File: config.mk
export PLATFORM = sky130hd
export DESIGN_NAME = cpu6_hazard_ctrl_flat
export DESIGN_NICKNAME = d
export VERILOG_FILES = /design/src/rtl/cpu6_hazard_ctrl_pkg.sv /design/src/rtl/cpu6_hazard_ctrl_if.sv /design/src/rtl/cpu6_dffr.sv /design/src/rtl/cpu6_hazard_drain_fsm.sv /design/src/rtl/cpu6_hazard_ctrl.sv /design/src/flat_wrapper.sv
export SDC_FILE = /design/constraint.sdc
export NUM_CORES = 1
export LEC_CHECK = 0
export CAP_MARGIN = 5
export CORE_MARGIN = 3
export CORE_UTILIZATION = 30
export CTS_CLUSTER_SIZE = 12
export DETAILED_ROUTE_END_ITERATION = 10
export MAX_ROUTING_LAYER = met4
export PLACE_DENSITY = 0.71
export SYNTH_ARGS = -nofsm -noshare
export SYNTH_HDL_FRONTEND = slang
export SYNTH_SLANG_ARGS = --single-unit
File: constraint.sdc
create_clock -name clk -period 1.59 [get_ports clk]
set_input_delay 0.159 -clock clk [delete_from_list [all_inputs] [get_ports clk]]
set_output_delay 0.159 -clock clk [all_outputs]
set_load 0.03 [all_outputs]
File: src/rtl/cpu6_hazard_ctrl_pkg.sv
// Shared state encodings, control-bundle type and load-use compare for the
// cpu6 hazard sequencer.
package cpu6_hazard_ctrl_pkg;

  localparam int CPU6_HAZ_STATE_SIZE = 2;

  localparam logic [CPU6_HAZ_STATE_SIZE-1:0] CPU6_HAZ_IDLE    = 2'd0;
  localparam logic [CPU6_HAZ_STATE_SIZE-1:0] CPU6_HAZ_DRAIN   = 2'd1;
  localparam logic [CPU6_HAZ_STATE_SIZE-1:0] CPU6_HAZ_RELEASE = 2'd2;

  typedef struct packed {
    logic stall_f;
    logic stall_d;
    logic flash_d;
    logic flash_e;
  } haz_ctrl_t;

  localparam haz_ctrl_t HAZ_NONE     = '{stall_f: 1'b0, stall_d: 1'b0, flash_d: 1'b0, flash_e: 1'b0};
  localparam haz_ctrl_t HAZ_REDIRECT = '{stall_f: 1'b0, stall_d: 1'b0, flash_d: 1'b1, flash_e: 1'b1};
  localparam haz_ctrl_t HAZ_STALL    = '{stall_f: 1'b1, stall_d: 1'b1, flash_d: 1'b0, flash_e: 1'b1};

  // x0 is hard-wired zero, so a load targeting it never creates a dependency.
  function automatic logic load_use(input logic       memtoreg,
                                    input logic [4:0] rd,
                                    input logic [4:0] rs1,
                                    input logic [4:0] rs2,
                                    input logic       use1,
                                    input logic       use2);
    return memtoreg && (rd != 5'd0) &&
           ((use1 && (rs1 == rd)) || (use2 && (rs2 == rd)));
  endfunction

endpackage

File: src/rtl/cpu6_hazard_ctrl_if.sv
// Decoder-side bundle of the hazard sequencer: hazard inputs from D/E and the
// pipeline-register controls back.
interface cpu6_hazard_ctrl_if #(parameter int PERF_W = 16);

  logic              memtoregE;
  logic [4:0]        rdE;
  logic [4:0]        rs1D;
  logic [4:0]        rs2D;
  logic              use_rs1D;
  logic              use_rs2D;
  logic              redirectE;
  logic              empty_pipeline_reqE;
  logic              stallF;
  logic              stallD;
  logic              flashD;
  logic              flashE;
  logic              drain_busy;
  logic              drain_done;
  logic [PERF_W-1:0] stall_cnt;

  modport master (
    output memtoregE, rdE, rs1D, rs2D, use_rs1D, use_rs2D, redirectE, empty_pipeline_reqE,
    input  stallF, stallD, flashD, flashE, drain_busy, drain_done, stall_cnt
  );

  modport slave (
    input  memtoregE, rdE, rs1D, rs2D, use_rs1D, use_rs2D, redirectE, empty_pipeline_reqE,
    output stallF, stallD, flashD, flashE, drain_busy, drain_done, stall_cnt
  );

endinterface

File: src/rtl/cpu6_dffr.sv
// Resettable D flip-flop bank; next-state muxing is done by the caller.
module cpu6_dffr #(
  parameter int           W       = 1,
  parameter logic [W-1:0] RST_VAL = '0
) (
  input  logic         clk,
  input  logic         reset,
  input  logic [W-1:0] i_d,
  output logic [W-1:0] o_q
);

  // NOTE: non-blocking assignment so every flop samples pre-edge values.
  always_ff @(posedge clk or posedge reset) begin
    if (reset) o_q <= RST_VAL;
    else       o_q <= i_d;
  end

endmodule

File: src/rtl/cpu6_hazard_drain_fsm.sv
// Drain sequencer: IDLE -> DRAIN (DRAIN_CYCLES cycles) -> RELEASE -> IDLE.
// The unused encoding 2'd3 behaves as IDLE.
module cpu6_hazard_drain_fsm
  import cpu6_hazard_ctrl_pkg::*;
#(
  parameter int DRAIN_CYCLES = 3,
  parameter int CNT_W        = 2
) (
  input  logic clk,
  input  logic reset,
  input  logic i_start,
  output logic o_busy,
  output logic o_done
);

  localparam logic [CNT_W-1:0] CNT_LOAD = CNT_W'(DRAIN_CYCLES - 1);

  logic [CPU6_HAZ_STATE_SIZE-1:0] r_state;
  logic [CPU6_HAZ_STATE_SIZE-1:0] w_state_next;
  logic [CNT_W-1:0]               r_cnt;
  logic [CNT_W-1:0]               w_cnt_next;

  // NOTE: defaults first so every path assigns every output (no latches).
  always_comb begin
    w_state_next = r_state;
    w_cnt_next   = r_cnt;
    case (r_state)
      CPU6_HAZ_DRAIN: begin
        if (r_cnt == '0) w_state_next = CPU6_HAZ_RELEASE;
        else             w_cnt_next   = r_cnt - CNT_W'(1);
      end
      CPU6_HAZ_RELEASE: w_state_next = CPU6_HAZ_IDLE;
      default: begin
        if (i_start) begin
          w_state_next = CPU6_HAZ_DRAIN;
          w_cnt_next   = CNT_LOAD;
        end
      end
    endcase
  end

  cpu6_dffr #(.W(CPU6_HAZ_STATE_SIZE), .RST_VAL(CPU6_HAZ_IDLE)) u_state_reg (
    .clk   (clk),
    .reset (reset),
    .i_d   (w_state_next),
    .o_q   (r_state)
  );

  cpu6_dffr #(.W(CNT_W), .RST_VAL('0)) u_cnt_reg (
    .clk   (clk),
    .reset (reset),
    .i_d   (w_cnt_next),
    .o_q   (r_cnt)
  );

  assign o_busy = (r_state == CPU6_HAZ_DRAIN);
  assign o_done = (r_state == CPU6_HAZ_RELEASE);

endmodule

File: src/rtl/cpu6_hazard_ctrl.sv
// cpu6 pipeline sequencer: stall/flush controls for IF/ID, ID/EX and the PC,
// covering load-use, E-stage redirects and CSR-driven pipeline drains.
module cpu6_hazard_ctrl
  import cpu6_hazard_ctrl_pkg::*;
#(
  parameter int DRAIN_CYCLES = 3,
  parameter int CNT_W        = 2,
  parameter int PERF_W       = 16
) (
  input  logic                 clk,
  input  logic                 reset,
  cpu6_hazard_ctrl_if.slave    hz
);

  logic              w_start;
  logic              w_busy;
  logic              w_done;
  logic              w_load_use;
  haz_ctrl_t         w_ctrl;
  logic [PERF_W-1:0] r_stall_cnt;
  logic [PERF_W-1:0] w_stall_cnt_next;

  // A redirect squashes the drain requester, so it must not start a drain.
  assign w_start = hz.empty_pipeline_reqE & ~hz.redirectE;

  cpu6_hazard_drain_fsm #(.DRAIN_CYCLES(DRAIN_CYCLES), .CNT_W(CNT_W)) u_drain_fsm (
    .clk     (clk),
    .reset   (reset),
    .i_start (w_start),
    .o_busy  (w_busy),
    .o_done  (w_done)
  );

  assign w_load_use = load_use(hz.memtoregE, hz.rdE, hz.rs1D, hz.rs2D,
                               hz.use_rs1D, hz.use_rs2D);

  // While draining, E only holds bubbles, so the hazard inputs are ignored.
  always_comb begin
    w_ctrl = HAZ_NONE;
    if (reset)              w_ctrl = HAZ_NONE;
    else if (w_busy)        w_ctrl = HAZ_STALL;
    else if (hz.redirectE)  w_ctrl = HAZ_REDIRECT;
    else if (w_load_use)    w_ctrl = HAZ_STALL;
  end

  assign w_stall_cnt_next = (w_ctrl.stall_f && (r_stall_cnt != '1))
                          ? r_stall_cnt + PERF_W'(1) : r_stall_cnt;

  cpu6_dffr #(.W(PERF_W), .RST_VAL('0)) u_stall_cnt_reg (
    .clk   (clk),
    .reset (reset),
    .i_d   (w_stall_cnt_next),
    .o_q   (r_stall_cnt)
  );

  assign hz.stallF     = w_ctrl.stall_f;
  assign hz.stallD     = w_ctrl.stall_d;
  assign hz.flashD     = w_ctrl.flash_d;
  assign hz.flashE     = w_ctrl.flash_e;
  assign hz.drain_busy = w_busy & ~reset;
  assign hz.drain_done = w_done & ~reset;
  assign hz.stall_cnt  = r_stall_cnt;

endmodule
File: src/flat_wrapper.sv
// flat-port wrapper written by rule: the top's interface ports become plain ports
module cpu6_hazard_ctrl_flat import cpu6_hazard_ctrl_pkg::*;
#(
  parameter int DRAIN_CYCLES = 3,
  parameter int CNT_W        = 2,
  parameter int PERF_W       = 16
)
  (clk, reset, hz_memtoregE, hz_rdE, hz_rs1D, hz_rs2D, hz_use_rs1D, hz_use_rs2D, hz_redirectE, hz_empty_pipeline_reqE, hz_stallF, hz_stallD, hz_flashD, hz_flashE, hz_drain_busy, hz_drain_done, hz_stall_cnt);
  cpu6_hazard_ctrl_if #(.PERF_W(PERF_W)) hz_i ();
  input  logic clk;
  input  logic reset;
  input wire logic [$bits(hz_i.memtoregE)-1:0] hz_memtoregE;
  input wire logic [$bits(hz_i.rdE)-1:0] hz_rdE;
  input wire logic [$bits(hz_i.rs1D)-1:0] hz_rs1D;
  input wire logic [$bits(hz_i.rs2D)-1:0] hz_rs2D;
  input wire logic [$bits(hz_i.use_rs1D)-1:0] hz_use_rs1D;
  input wire logic [$bits(hz_i.use_rs2D)-1:0] hz_use_rs2D;
  input wire logic [$bits(hz_i.redirectE)-1:0] hz_redirectE;
  input wire logic [$bits(hz_i.empty_pipeline_reqE)-1:0] hz_empty_pipeline_reqE;
  output wire logic [$bits(hz_i.stallF)-1:0] hz_stallF;
  output wire logic [$bits(hz_i.stallD)-1:0] hz_stallD;
  output wire logic [$bits(hz_i.flashD)-1:0] hz_flashD;
  output wire logic [$bits(hz_i.flashE)-1:0] hz_flashE;
  output wire logic [$bits(hz_i.drain_busy)-1:0] hz_drain_busy;
  output wire logic [$bits(hz_i.drain_done)-1:0] hz_drain_done;
  output wire logic [$bits(hz_i.stall_cnt)-1:0] hz_stall_cnt;
  assign hz_i.memtoregE = hz_memtoregE;
  assign hz_i.rdE = hz_rdE;
  assign hz_i.rs1D = hz_rs1D;
  assign hz_i.rs2D = hz_rs2D;
  assign hz_i.use_rs1D = hz_use_rs1D;
  assign hz_i.use_rs2D = hz_use_rs2D;
  assign hz_i.redirectE = hz_redirectE;
  assign hz_i.empty_pipeline_reqE = hz_empty_pipeline_reqE;
  assign hz_stallF = hz_i.stallF;
  assign hz_stallD = hz_i.stallD;
  assign hz_flashD = hz_i.flashD;
  assign hz_flashE = hz_i.flashE;
  assign hz_drain_busy = hz_i.drain_busy;
  assign hz_drain_done = hz_i.drain_done;
  assign hz_stall_cnt = hz_i.stall_cnt;
  cpu6_hazard_ctrl #(.DRAIN_CYCLES(DRAIN_CYCLES), .CNT_W(CNT_W), .PERF_W(PERF_W)) u_core (.clk(clk), .reset(reset), .hz(hz_i));
endmodule
# Word level (Yosys, flattened, before mapping)
# Index checks and enable logic that the tools add are counted.
[word_totals] ff_bits=20 latchBits=0 ramBits=0 mem_bits_ro=0 in_bits=22 out_inout_bits=22 wordCells=40 mem_count=0
[op_classes] add_sub_neg=2 multipliers=0 div=0 n_lt_le_gt_ge=0 n_eq_ne=7 shifts=0 mux=10 bitwise_logic=6 reduce_logical=12
[ops] cell="$add A16 B1 Y16 const B" n=1
[ops] cell="$mux W4" n=4
[ops] cell="$ne A16 B16 Y1 const B" n=1
[ops] cell="$eq A5 B5 Y1" n=2
[ops] cell="$mux W2" n=4
[ops] cell="$pmux W2 S2" n=2
[ops] cell="$logic_and A1 B1 Y1" n=5
[ops] cell="$reduce_bool A5 Y1" n=1
[ops] cell="$ne A2 B2 Y1 const B" n=2
[ops] cell="$and A1 B1 Y1" n=3
[ops] cell="$not A1 Y1" n=3
[ops] cell="$reduce_and A3 Y1" n=1
[ops] cell="$reduce_bool A3 Y1" n=1
[ops] cell="$eq A2 B1 Y1 const B" n=1
[ops] cell="$eq A2 B2 Y1 const B" n=1
[ops] cell="$logic_not A2 Y1" n=1
[ops] cell="$reduce_and A2 Y1" n=1
[ops] cell="$reduce_bool A2 Y1" n=1
[ops] cell="$sub A2 B1 Y2 const B" n=1
[ops] cell="$logic_or A1 B1 Y1" n=1

# Logic depth before layout (Yosys ltp)
[logic_depth] word_depth=9 depth_mapped=8 depth_no_buf=7

# By module
# Synthesis repeated with hierarchy kept, for this count alone.
[hier_totals] hier_cells=118 area_unflattened_um2=1231.2
[by_module_without_submodules] module="cpu6_hazard_ctrl" instances=1 cells_each=76 area_each_um2=600.6
[by_module_without_submodules] module="cpu6_dffr at u_core.u_stall_cnt_reg" instances=1 cells_each=17 area_each_um2=404.1
[by_module_without_submodules] module="cpu6_hazard_drain_fsm" instances=1 cells_each=19 area_each_um2=118.9
[by_module_without_submodules] module="cpu6_dffr at u_core.u_drain_fsm.u_cnt_reg ..." instances=2 cells_each=3 area_each_um2=53.8

# Worst setup path before layout
# Ideal clock, no wire load.
[synth_timing] path_type="register to output" start="reg u_core.u_drain_fsm.u_state_reg.o_q[1]" end="out hz_stallF" arrival_time_ns=1.980 setup_slack_ns=-0.549 stages_incl_launch_ff=9 n_path_buf=2 cell_sequence="dfrtp_1 -> inv_1 -> ha_1 -> inv_1 -> nor2_1 -> a21oi_4 -> buf_4 -> inv_1 -> buf_4"
[synth_between] elab_chain_cells=3
[synth_rtl] item="from (decl)" line_no="cpu6_dffr.sv:9" text="output logic [W-1:0] o_q"
[synth_rtl] item="from (signal assigned)" line_no="cpu6_dffr.sv:15" text="else o_q <= i_d;"
[synth_rtl] item="$eq A2 B1 Y1" line_no="cpu6_hazard_drain_fsm.sv:56" text="assign o_busy = (r_state == CPU6_HAZ_DRAIN);"
[synth_rtl] item="$mux W4" line_no="cpu6_hazard_ctrl.sv:41" text="else if (w_busy) w_ctrl = HAZ_STALL;"
[synth_rtl] item="$mux W4" line_no="cpu6_hazard_ctrl.sv:40" text="if (reset) w_ctrl = HAZ_NONE;"
[synth_rtl] item="to (decl)" line_no="flat_wrapper.sv:20" text="output wire logic [$bits(hz_i.stallF)-1:0] hz_stallF;"
# Every way passes these cells.

# Worst setup path in the final report
[layout_timing] start="in hz_rdE[4]" end="out hz_stallD"
[layout_between] elab_chain_cells=8 word_cells_on_any_way=12 classes_between="eq/ne (2); mux (4); reduce/logical (6)"
[layout_rtl] item="from (decl)" line_no="flat_wrapper.sv:13" text="input wire logic [$bits(hz_i.rdE)-1:0] hz_rdE;"
[layout_rtl] item="$eq A5 B5 Y1" line_no="cpu6_hazard_ctrl_pkg.sv:30" text="((use1 && (rs1 == rd)) || (use2 && (rs2 == rd)));"
[layout_rtl] item="$logic_and A1 B1 Y1" line_no="cpu6_hazard_ctrl_pkg.sv:30"
[layout_rtl] item="$logic_or A1 B1 Y1" line_no="cpu6_hazard_ctrl_pkg.sv:30"
[layout_rtl] item="$logic_and A1 B1 Y1 *" line_no="cpu6_hazard_ctrl_pkg.sv:29" text="return memtoreg && (rd != 5'd0) &&"
[layout_rtl] item="$mux W4 *" line_no="cpu6_hazard_ctrl.sv:43" text="else if (w_load_use) w_ctrl = HAZ_STALL;"
[layout_rtl] item="$mux W4 *" line_no="cpu6_hazard_ctrl.sv:42" text="else if (hz.redirectE) w_ctrl = HAZ_REDIRECT;"
[layout_rtl] item="$mux W4 *" line_no="cpu6_hazard_ctrl.sv:41"
[layout_rtl] item="$mux W4 *" line_no="cpu6_hazard_ctrl.sv:40"
[layout_rtl] item="to (decl)" line_no="flat_wrapper.sv:21" text="output wire logic [$bits(hz_i.stallD)-1:0] hz_stallD;"
# Mark *: on every way between the ends. The rest lies on a longest branch, timed or not.

==> flow_summary.yaml <==
outcome:
  status: "finished with violations"
  violations: "setup timing"
global_routing:
  grt_pass1_vias: 1279
  grt-ovfl-total: 0
  grt_pass1_wl_mm: 5.66
  grt_max_degree: 21
  antenna_found_initial: 0
  gr-usage-all-layers_pct: 14.4
drt:
  routed_wl_mm: 3.44
  vias: 1229
  viasPerCell: 4.73
  drt_iter0_drc: 25
  routedWlPerCell_um: 13.2
  post-route-drc-count: 0
  first_pass_iters: 4
  postRouteAntennaNets: 0
clocking:
  clk_latency_ns: 0.26
  cts-htree-levels: 1
  cts_sinks: 20
  cts_tree: "yes"
  numCtsBuffers: 3
  cts.clk_slew.worst_paths_ns: 0.08
  root_buffer: "clkbuf_8"
  cts_max_path_buffers: 2
worst_setup_path:
  r2r_start: "u_core.u_stall_cnt_reg.o_q[6]"
  critPathKind: "primary input to output port"
  slowest_stage: "or4_4"
  cp.arrival_ns: 1.54
  crit_top_cell: "buf_6"
  end_kind: "output port"
  cp_max_fo: 2
  startpoint_type: "primary input"
  crit_chain: "buf_6 > or4_4 > o21ai_4 > nor3_4 > a21oi_4 > clkinvlp_4 > buf_6"
  critPathMaxStageDelay_ns: 0.53
  cp-startpoint: "hz_rdE[4]"
  critPathRequiredTime_ns: 1.43
place:
  portBuffers: 43
  gp_congestion: 0.836
  dpl.hpwl_mm: 2.36
  dp_cells: 249
logic_synthesis:
  ys_ff_latch: 20
  syn_inst: 130
  ys_seq_area_share_pct: 41.4
  syn_avg_cell_area_um2: 9.31
  synth_area_leaders: "dfrtp_1, xnor2_1, xor2_1"
  ys_types: 31
  netlist_area_mm2: 0.00121
  synth_top_cell_by_area: "dfrtp_1"
  syn_nets: 156
  ys.warnings.count: 0
  synth.top_cell.area_share_pct: 41.4
finish:
  drive_gt1_share_pct: 42.0
  nets: 239
  multi_input_area_um2: 842
  area_growth_pct: 84.3
  diodes: 0
  fillCellCount: 327
  regArea_um2: 510
  fin_util_pct: 59.1
  final_common_cell: "buf_4"
  layout_common_cells: "buf_4, xor2_1, dfrtp_1, clkdlybuf4s50_1, dlygate4sd2_1"
  stdcell_count: 260
sta:
  min_period_over_period_pct: 107
  skew_ns: 0.00645
  hold_violations: 0
  fin_crit_ns: 1.70
  setup_ws_ns: -0.110
  setup_viol: 18
  drv_slew: 0
  fmax_mhz: 588
  maxSlewHeadroom_pct: 76.5
  tightest_slew_ns: 0.349
  rsz0062_at_grt: "yes"
min_path:
  hold_path.class: "primary input to async pin"
floorplan:
  rows: 22
  die_width_um: 69.5
  core_mm2: 0.00377
  initial_core_util_pct: 32.1
  die_y_um: 69.5
  ioPinCount: 44
  dieArea_mm2: 0.00483
job:
  cap_violations: 0
power_and_ir_drop:
  power_density_mw_per_mm2: 1320
  fin_total_pwr_uw: 2950
  ir_drop_v: 0.000927
  p_leak_uw: 0.00107
## sequential cells by signal (all words and copies together) (netlist names)
name	flops
u_core.u_drain_fsm.u_cnt_reg.o_q	2
u_core.u_drain_fsm.u_state_reg.o_q	2
u_core.u_stall_cnt_reg.o_q	16
## metrics by stage
| stage | area (um^2) | setup WS [ns] | setup TNS, ns | hold WS [ns] |
|---|---|---|---|---|
| floorplan | 1270 | -0.176 | -1.17 | 0.128 |
| global route | 2230 | -0.214 | -3.46 | 0.534 |
| global placement | 1950 | -0.833 | -11.43 | 0.498 |
| CTS | 2160 | -0.138 | -1.17 | 0.466 |
| detailed placement | 1950 | -0.845 | -11.66 | 0.502 |
| finish | 2230 | -0.110 | -1.59 | 0.487 |
## final cells by class
| type | count | share of cell area [%] |
|---|---|---|
| Timing Repair Buffer | 81 | 32.8 |
| Inverter | 10 | 1.85 |
| Clock buffer | 4 | 2.02 |
| Sequential cell | 20 | 22.9 |
| Multi-Input combinational cell | 97 | 37.8 |
| Tap cell | 48 | 2.69 |
## what timing repair did
action,CTS,global route
resized for setup,68,22
pin swaps,13,17
setup endpoints to repair,20,30
setup buffers,7,0
hold buffers,0,0
cloned,1,0
## power by group
part	internal, uW	switching, uW	total [uW]
Clock	179	169	347
Combinational	837	978	1820
Sequential	685	104	789
Total	1700	1250	2950
## logic make-up after synthesis
kind of cell	synth area share [%]
adder cells (fa/ha/maj)	4.14
XOR/XNOR	17.4
AND/OR/NAND/NOR	24.5
multiplexers	1.86
buffers and inverters	4.76
AO/OA/AOI/OAI	6.00
flip-flops	41.4
## synthesized netlist by cell type (all sizes together)
| library cell | count |
|---|---|
| nand3 | 6 |
| a21oi | 5 |
| o21ai | 3 |
| nor2b | 2 |
| nand2 | 7 |
| nor4bb | 1 |
| ha | 4 |
| nand4 | 6 |
| a22o | 1 |
| buf | 3 |
| mux2 | 2 |
| nor3b | 1 |
| dfrtp | 20 |
| and3 | 1 |
| or3 | 1 |
| and2 | 1 |
| inv | 10 |
| and4 | 1 |
| or4 | 1 |
| nor4 | 5 |
| nor3 | 10 |
| nor2 | 12 |
| o22ai | 2 |
| xnor2 | 12 |
| nand2b | 1 |
| xor2 | 12 |
## path summary, 6_finish.rpt
| path | end | slack [ns] | depth (start not counted) |
|---|---|---|---|
| setup / recovery | hz_stallD | -0.11 | 7 |
| min in group clk | u_core.u_stall_cnt_reg.o_q[15] | 0.51 | 1 |
| setup reg to reg | u_core.u_stall_cnt_reg.o_q[5] | -0.10 | 7 |
| hold reg to reg | u_core.u_stall_cnt_reg.o_q[15] | 0.51 | 1 |
| hold / removal | u_core.u_stall_cnt_reg.o_q[11] | 0.49 | 4 |
| max in group asynchronous | u_core.u_stall_cnt_reg.o_q[0] | 0.87 | 4 |
## metal layers
metal | track usage, % | part of all wire (%) | vias to the layer above
li1 | - | - | 613
met1 | 18.2 | 42 | 575
met2 | 23.1 | 51 | 38
met3 | 3.48 | 6.0 | 3
met4 | 3.90 | 0.84 | 0
met5 | - | 0 | -
## worst max-delay path: cells and delay by family
| family | cells | cell delay (ns) |
|---|---|---|
| compound gates | 2 | 0.39 |
| buf+inv | 3 | 0.39 |
| simple gates | 2 | 0.59 |
(Power assumes the default switching activity.)
